===== config.mk =====
export PLATFORM = sky130hd
export DESIGN_NAME = fft_stage_sequencer
export DESIGN_NICKNAME = d
export VERILOG_FILES = /design/src/rtl/fft_stage_sequencer.sv
export SDC_FILE = /design/constraint.sdc
export NUM_CORES = 1
export LEC_CHECK = 0
export ABC_AREA = 1
export CELL_PAD_IN_SITES_DETAIL_PLACEMENT = 2
export CELL_PAD_IN_SITES_GLOBAL_PLACEMENT = 2
export CORE_ASPECT_RATIO = 1.4
export CORE_MARGIN = 1.5
export CORE_UTILIZATION = 28
export DETAILED_ROUTE_END_ITERATION = 12
export PLACE_DENSITY_LB_ADDON = 0.1
export SLEW_MARGIN = 20
export SYNTH_ARGS = -nofsm -noshare
export SYNTH_HDL_FRONTEND = slang
export SYNTH_SLANG_ARGS = --single-unit
export TNS_END_PERCENT = 100

===== constraint.sdc =====
create_clock -name clk -period 3.05 [get_ports clk]
set_input_delay 0.305 -clock clk [delete_from_list [all_inputs] [get_ports clk]]
set_output_delay 0.305 -clock clk [all_outputs]
set_load 0.03 [all_outputs]

===== src/rtl/fft_stage_sequencer.sv =====
// Butterfly command sequencer for an in-place radix-2 DIT FFT over one shared datapath.
// Issues one (addr_a, addr_b, tw_idx) command per accepted cycle, with a drain gap between stages.
module fft_stage_sequencer #(
    parameter int LOG2N    = 6,
    parameter int BFLY_LAT = 3
) (
    input  logic             clk,
    input  logic             rst,
    input  logic             start,
    input  logic             stall,
    output logic             busy,
    output logic             bfly_valid,
    output logic [LOG2N-1:0] addr_a,
    output logic [LOG2N-1:0] addr_b,
    output logic [LOG2N-1:0] tw_idx,
    output logic [2:0]       stage,
    output logic             last_bfly,
    output logic             done
);
    localparam int DW = $clog2(BFLY_LAT + 1);
    localparam logic [LOG2N-2:0] J_LAST = '1;
    localparam logic [LOG2N-2:0] J_ONE  = 1;
    localparam logic [LOG2N-1:0] A_ONE  = 1;
    localparam logic [2:0]       S_LAST = 3'(LOG2N - 1);
    localparam logic [DW-1:0]    D_ONE  = 1;
    localparam logic [DW-1:0]    D_LOAD = DW'(BFLY_LAT);

    typedef enum logic [1:0] {S_IDLE, S_RUN, S_DRAIN, S_DONE} state_t;

    typedef struct packed {
        logic [LOG2N-1:0] a;
        logic [LOG2N-1:0] b;
        logic [LOG2N-1:0] k;
    } cmd_t;

    state_t           state;
    logic [LOG2N-2:0] j;
    logic [DW-1:0]    drain;

    // Butterfly j of stage s: groups of 2^(s+1) words, partner 2^s apart.
    function automatic cmd_t gen_cmd(input logic [2:0] s, input logic [LOG2N-2:0] jj);
        logic [LOG2N-1:0] jw, mask, pos, grp;
        cmd_t c;
        jw   = {1'b0, jj};
        mask = (A_ONE << s) - A_ONE;
        pos  = jw & mask;
        grp  = jw >> s;
        c.a  = (grp << (s + 3'd1)) | pos;
        c.b  = c.a + (A_ONE << s);
        c.k  = pos << (S_LAST - s);
        return c;
    endfunction

    always_ff @(posedge clk) begin
        if (rst) begin
            state      <= S_IDLE;
            busy       <= 1'b0;
            bfly_valid <= 1'b0;
            addr_a     <= '0;
            addr_b     <= '0;
            tw_idx     <= '0;
            stage      <= '0;
            last_bfly  <= 1'b0;
            done       <= 1'b0;
            j          <= '0;
            drain      <= '0;
        end else begin
            case (state)
                S_IDLE: begin
                    if (start) begin
                        state                    <= S_RUN;
                        busy                     <= 1'b1;
                        bfly_valid               <= 1'b1;
                        stage                    <= '0;
                        j                        <= '0;
                        last_bfly                <= 1'b0;
                        {addr_a, addr_b, tw_idx} <= gen_cmd(3'd0, '0);
                    end
                end
                S_RUN: begin
                    if (!stall) begin
                        if (j == J_LAST) begin
                            state      <= S_DRAIN;
                            bfly_valid <= 1'b0;
                            last_bfly  <= 1'b0;
                            drain      <= D_LOAD;
                        end else begin
                            j                        <= j + J_ONE;
                            last_bfly                <= ((j + J_ONE) == J_LAST);
                            {addr_a, addr_b, tw_idx} <= gen_cmd(stage, j + J_ONE);
                        end
                    end
                end
                S_DRAIN: begin
                    if (drain == D_ONE) begin
                        if (stage == S_LAST) begin
                            state <= S_DONE;
                            done  <= 1'b1;
                        end else begin
                            state                    <= S_RUN;
                            stage                    <= stage + 3'd1;
                            j                        <= '0;
                            bfly_valid               <= 1'b1;
                            {addr_a, addr_b, tw_idx} <= gen_cmd(stage + 3'd1, '0);
                        end
                    end else begin
                        drain <= drain - D_ONE;
                    end
                end
                S_DONE: begin
                    state <= S_IDLE;
                    done  <= 1'b0;
                    busy  <= 1'b0;
                end
                default: state <= S_IDLE;
            endcase
        end
    end
endmodule


==> impl_metrics.csv <==
group,metric,value,unit
run_status,status,"complete, but fails checks",
run_status,violations,"setup timing",
clock_tree,clk_latency,290,ps
setup_path,worst_ep_required_time,3210,ps
pwr,p_leak,1.54,nW
grt,grt_pass1_vias,2888,
pwr,comb_power_share,72.8,%
synthesis,seq_area_frac_synth,28.1,%
final_layout,layout-drive-gt1-share,26.8,%
worst_hold_path,hold_class,"register to register",
pwr,p_sw,2.15,mW
setup_path,cp-end-kind,"register",
floorplanning,die_area,9230,um^2
detailed_routing,wirelength_met1,4.15,mm
synthesis,ys.warnings.count,0,
clock_tree,cts_made_buffers,5,
grt,grt_usage,23.3,%
clock_tree,clock-sinks,34,
grt,grt_overflow,0,
pwr,power_frac_clock,12.3,%
clock_tree,clockBufferDepth,2,
pwr,switching_share,50.1,%
final_layout,antennaDiodeCount,0,
timing,layout_min_cycle_time,3170,ps
floorplanning,ioPinCount,29,
detailed_routing,first_pass_iters,4,
timing,setup_viol,2,
final_layout,fin_nets,464,
detailed_routing,vias,2748,
worst_hold_path,holdCritStartpoint,"tw_idx[1]",
final_layout,stdcell_area,3550,um^2
timing,post-route-period-util,104,%
run,cap_violations,0,
timing,fin_ws,-119,ps
detailed_routing,post_drt_via_cell_ratio,5.08,
floorplanning,die_h,113,um
detailed_routing,wl_per_cell,18.7,um
setup_path,crit_fanout,2,
floorplanning,rows,40,
placement,hpwl,7.50,mm
final_layout,syn2layout_area_growth,46.4,%
placement,gp_congestion,0.809,
pwr,power_frac_seq,14.9,%
timing,timing.hold.ws,468,ps
grt,grt_pass1_wl,15.9,mm
floorplanning,die_w,81.6,um
clock_tree,cts_root_buf,"clkbuf_16",
synthesis,syn_area_per_cell,6.75,um^2
setup_path,cp-startpoint,"j[0]",
detailed_routing,drtAntennaViolNets,0,
final_layout,fill_cells,1006,
detailed_routing,drcViolationCount,0,
floorplanning,design.core.area,8510,um^2
pwr,peakVddDrop,0.576,mV
synthesis,ys_ff_latch,34,
setup_path,crit_type,"register to register",
synthesis,synth-edff-count,0,
timing,drv_slew,0,
detailed_routing,wl_met2,5.59,mm
detailed_routing,dr.max_layer_used,"met4",
timing,totalNegativeSetupSlack,-131,ps
grt,antenna_found_initial,0,
clock_tree,cts_tree,"done",
clock_tree,htree_num_levels,2,
pwr,internal_power,2.15,mW
final_layout,layout_commonest_cell,"nand2_1",
detailed_routing,drtIter0Drc,122,
timing,hold_viol,0,
setup_path,cp.arrival,3330,ps
synthesis,syn-instance-count,359,
timing,max_slew.worst_pin.slew,746,ps
synthesis,synthArstFlopShare,0,%
clock_tree,clk_pin_slew,60,ps
timing,max_freq,0.316,GHz
synthesis,syn-num-nets,388,
setup_path,r2r_start,"j[0]",
placement,port_buffers,28,
floorplanning,start_util,28.5,%
synthesis,synth_cell_type_count,35,
synthesis,synth_area_leader_cell,"dfxtp_1",
timing,rsz0062_at_grt,"true",
synthesis,netlist_area,2420,um^2
synthesis,synthTopCellsByArea,"dfxtp_1 (28%), nand2_1 (14%), ha_1 (12%), a21oi_1 (7.9%), nand3_1 (6.4%)",
pwr,power_density,1210,nW/um^2
final_layout,final_cell_mix,"nand2_1 (83), buf_4 (50), a21oi_1 (36)",
timing,maxSlewHeadroom,50.2,%
detailed_routing,met3WireLength,175,um
detailed_routing,wl,10.1,mm
grt,grt_start_max_net_pins,30,
timing,fin_worst_skew,5.36,ps
setup_path,startpoint_type,"register",
placement,place_area,3040,um^2
synthesis,synth-main-ff-cell,"dfxtp_1",
synthesis,synth_top_area_share,28.1,%
clock_tree,postCtsHoldBufs,0,
final cells by class:
type	instances	area, um^2	area share, %
multi-input combinational	267	1700	48.0
tap	105	131	3.70
inverter	45	171	4.83
sequential	34	691	19.5
timing repair buffer	82	701	19.8
clock inverter	2	12.5	0.353
clock buffer	6	139	3.92
path summary, 6_finish.rpt:
check,cells past startpoint,end,slack (ps)
min reg2reg,2,tw_idx[1],470
min,2,tw_idx[1],470
max reg2reg,24,addr_b[4],-120
max,24,addr_b[4],-120
worst max-delay path: stages (launching register included):
cell     delay, ps
dfxtp_4        350
ha_4           170
nand2_4         70
nor2_2          30
ha_1           330
inv_2          100
nor2_4          40
nand2_1         60
nand2_1         50
nand2_1         80
inv_2           50
nand3_4         70
nor2_4          40
inv_2           70
buf_6           90
o22ai_4         60
ha_4           200
fa_2           390
nand2_2        110
nand2_2         70
a21oi_4        150
xor2_2         230
o22ai_2         90
nand2_1         80
a21oi_1         70
power groups by stage:
stage | clock network (mW) | logic [mW] | registers (mW)
final | 0.527 | 3.13 | 0.642
after CTS | 0.546 | 2.83 | 0.636
after global placement | 0 | 2.52 | 0.629
after floorplan | 0 | 1.44 | 0.725
after global routing | 0.560 | 3.45 | 0.656
after detailed placement | 0 | 2.55 | 0.632
through the flow:
step | setup WS (ps) | instances | util (%) | total power [mW]
floorplan | 53.6 | 359 | - | 2.17
global placement | -267 | 515 | 35.7 | 3.15
global route | -288 | 541 | 41.7 | 4.66
finish | -119 | 541 | 41.7 | 4.30
CTS | -108 | 535 | 39.6 | 4.01
detailed placement | -310 | 515 | 35.7 | 3.18
cell usage after synthesis, types with 2 or more instances:
| cell type | n |
|---|---|
| o22ai_1 | 4 |
| buf_2 | 4 |
| nand2_2 | 2 |
| nand4_1 | 6 |
| inv_1 | 38 |
| a31oi_1 | 4 |
| xor2_1 | 3 |
| nor2_2 | 2 |
| a211oi_1 | 8 |
| dfxtp_1 | 34 |
| clkbuf_1 | 6 |
| ha_1 | 24 |
| nor3_1 | 6 |
| o211ai_1 | 3 |
| o21ai_0 | 13 |
| nor2_1 | 19 |
| nand3_1 | 31 |
| a21oi_1 | 38 |
| buf_6 | 2 |
| nand2_1 | 91 |
| inv_2 | 7 |
registers in the layout, indices dropped and copies added (netlist names):
signal and cells:
tw_idx 6, addr_a 6, state 2, j 5, last_bfly 1, bfly_valid 1, drain 2, addr_b 6
busy 1, done 1, stage 3
timing repair:
item / 4_1_cts / 5_1_grt
pin swaps: 14 / 9
gates cloned: 0 / 0
endpoints found under the setup margin: 3 / 5
setup buffers: 12 / 6
resized for setup: 27 / 27
logic make-up after synthesis:
family	synth area share (%)
AND/OR/NAND/NOR	28.8
AO/OA/AOI/OAI	18.4
adder cells (fa/ha/maj)	13.2
flip-flops	28.1
buffers and inverters	9.97
XOR/XNOR	1.45
metal layers:
metal	GRT usage, %	vias up
li1	-	1345
met1	27.1	1362
met2	43.3	30
met3	2.90	11
met4	6.44	0
met5	0	-
(Power assumes the default switching activity.)
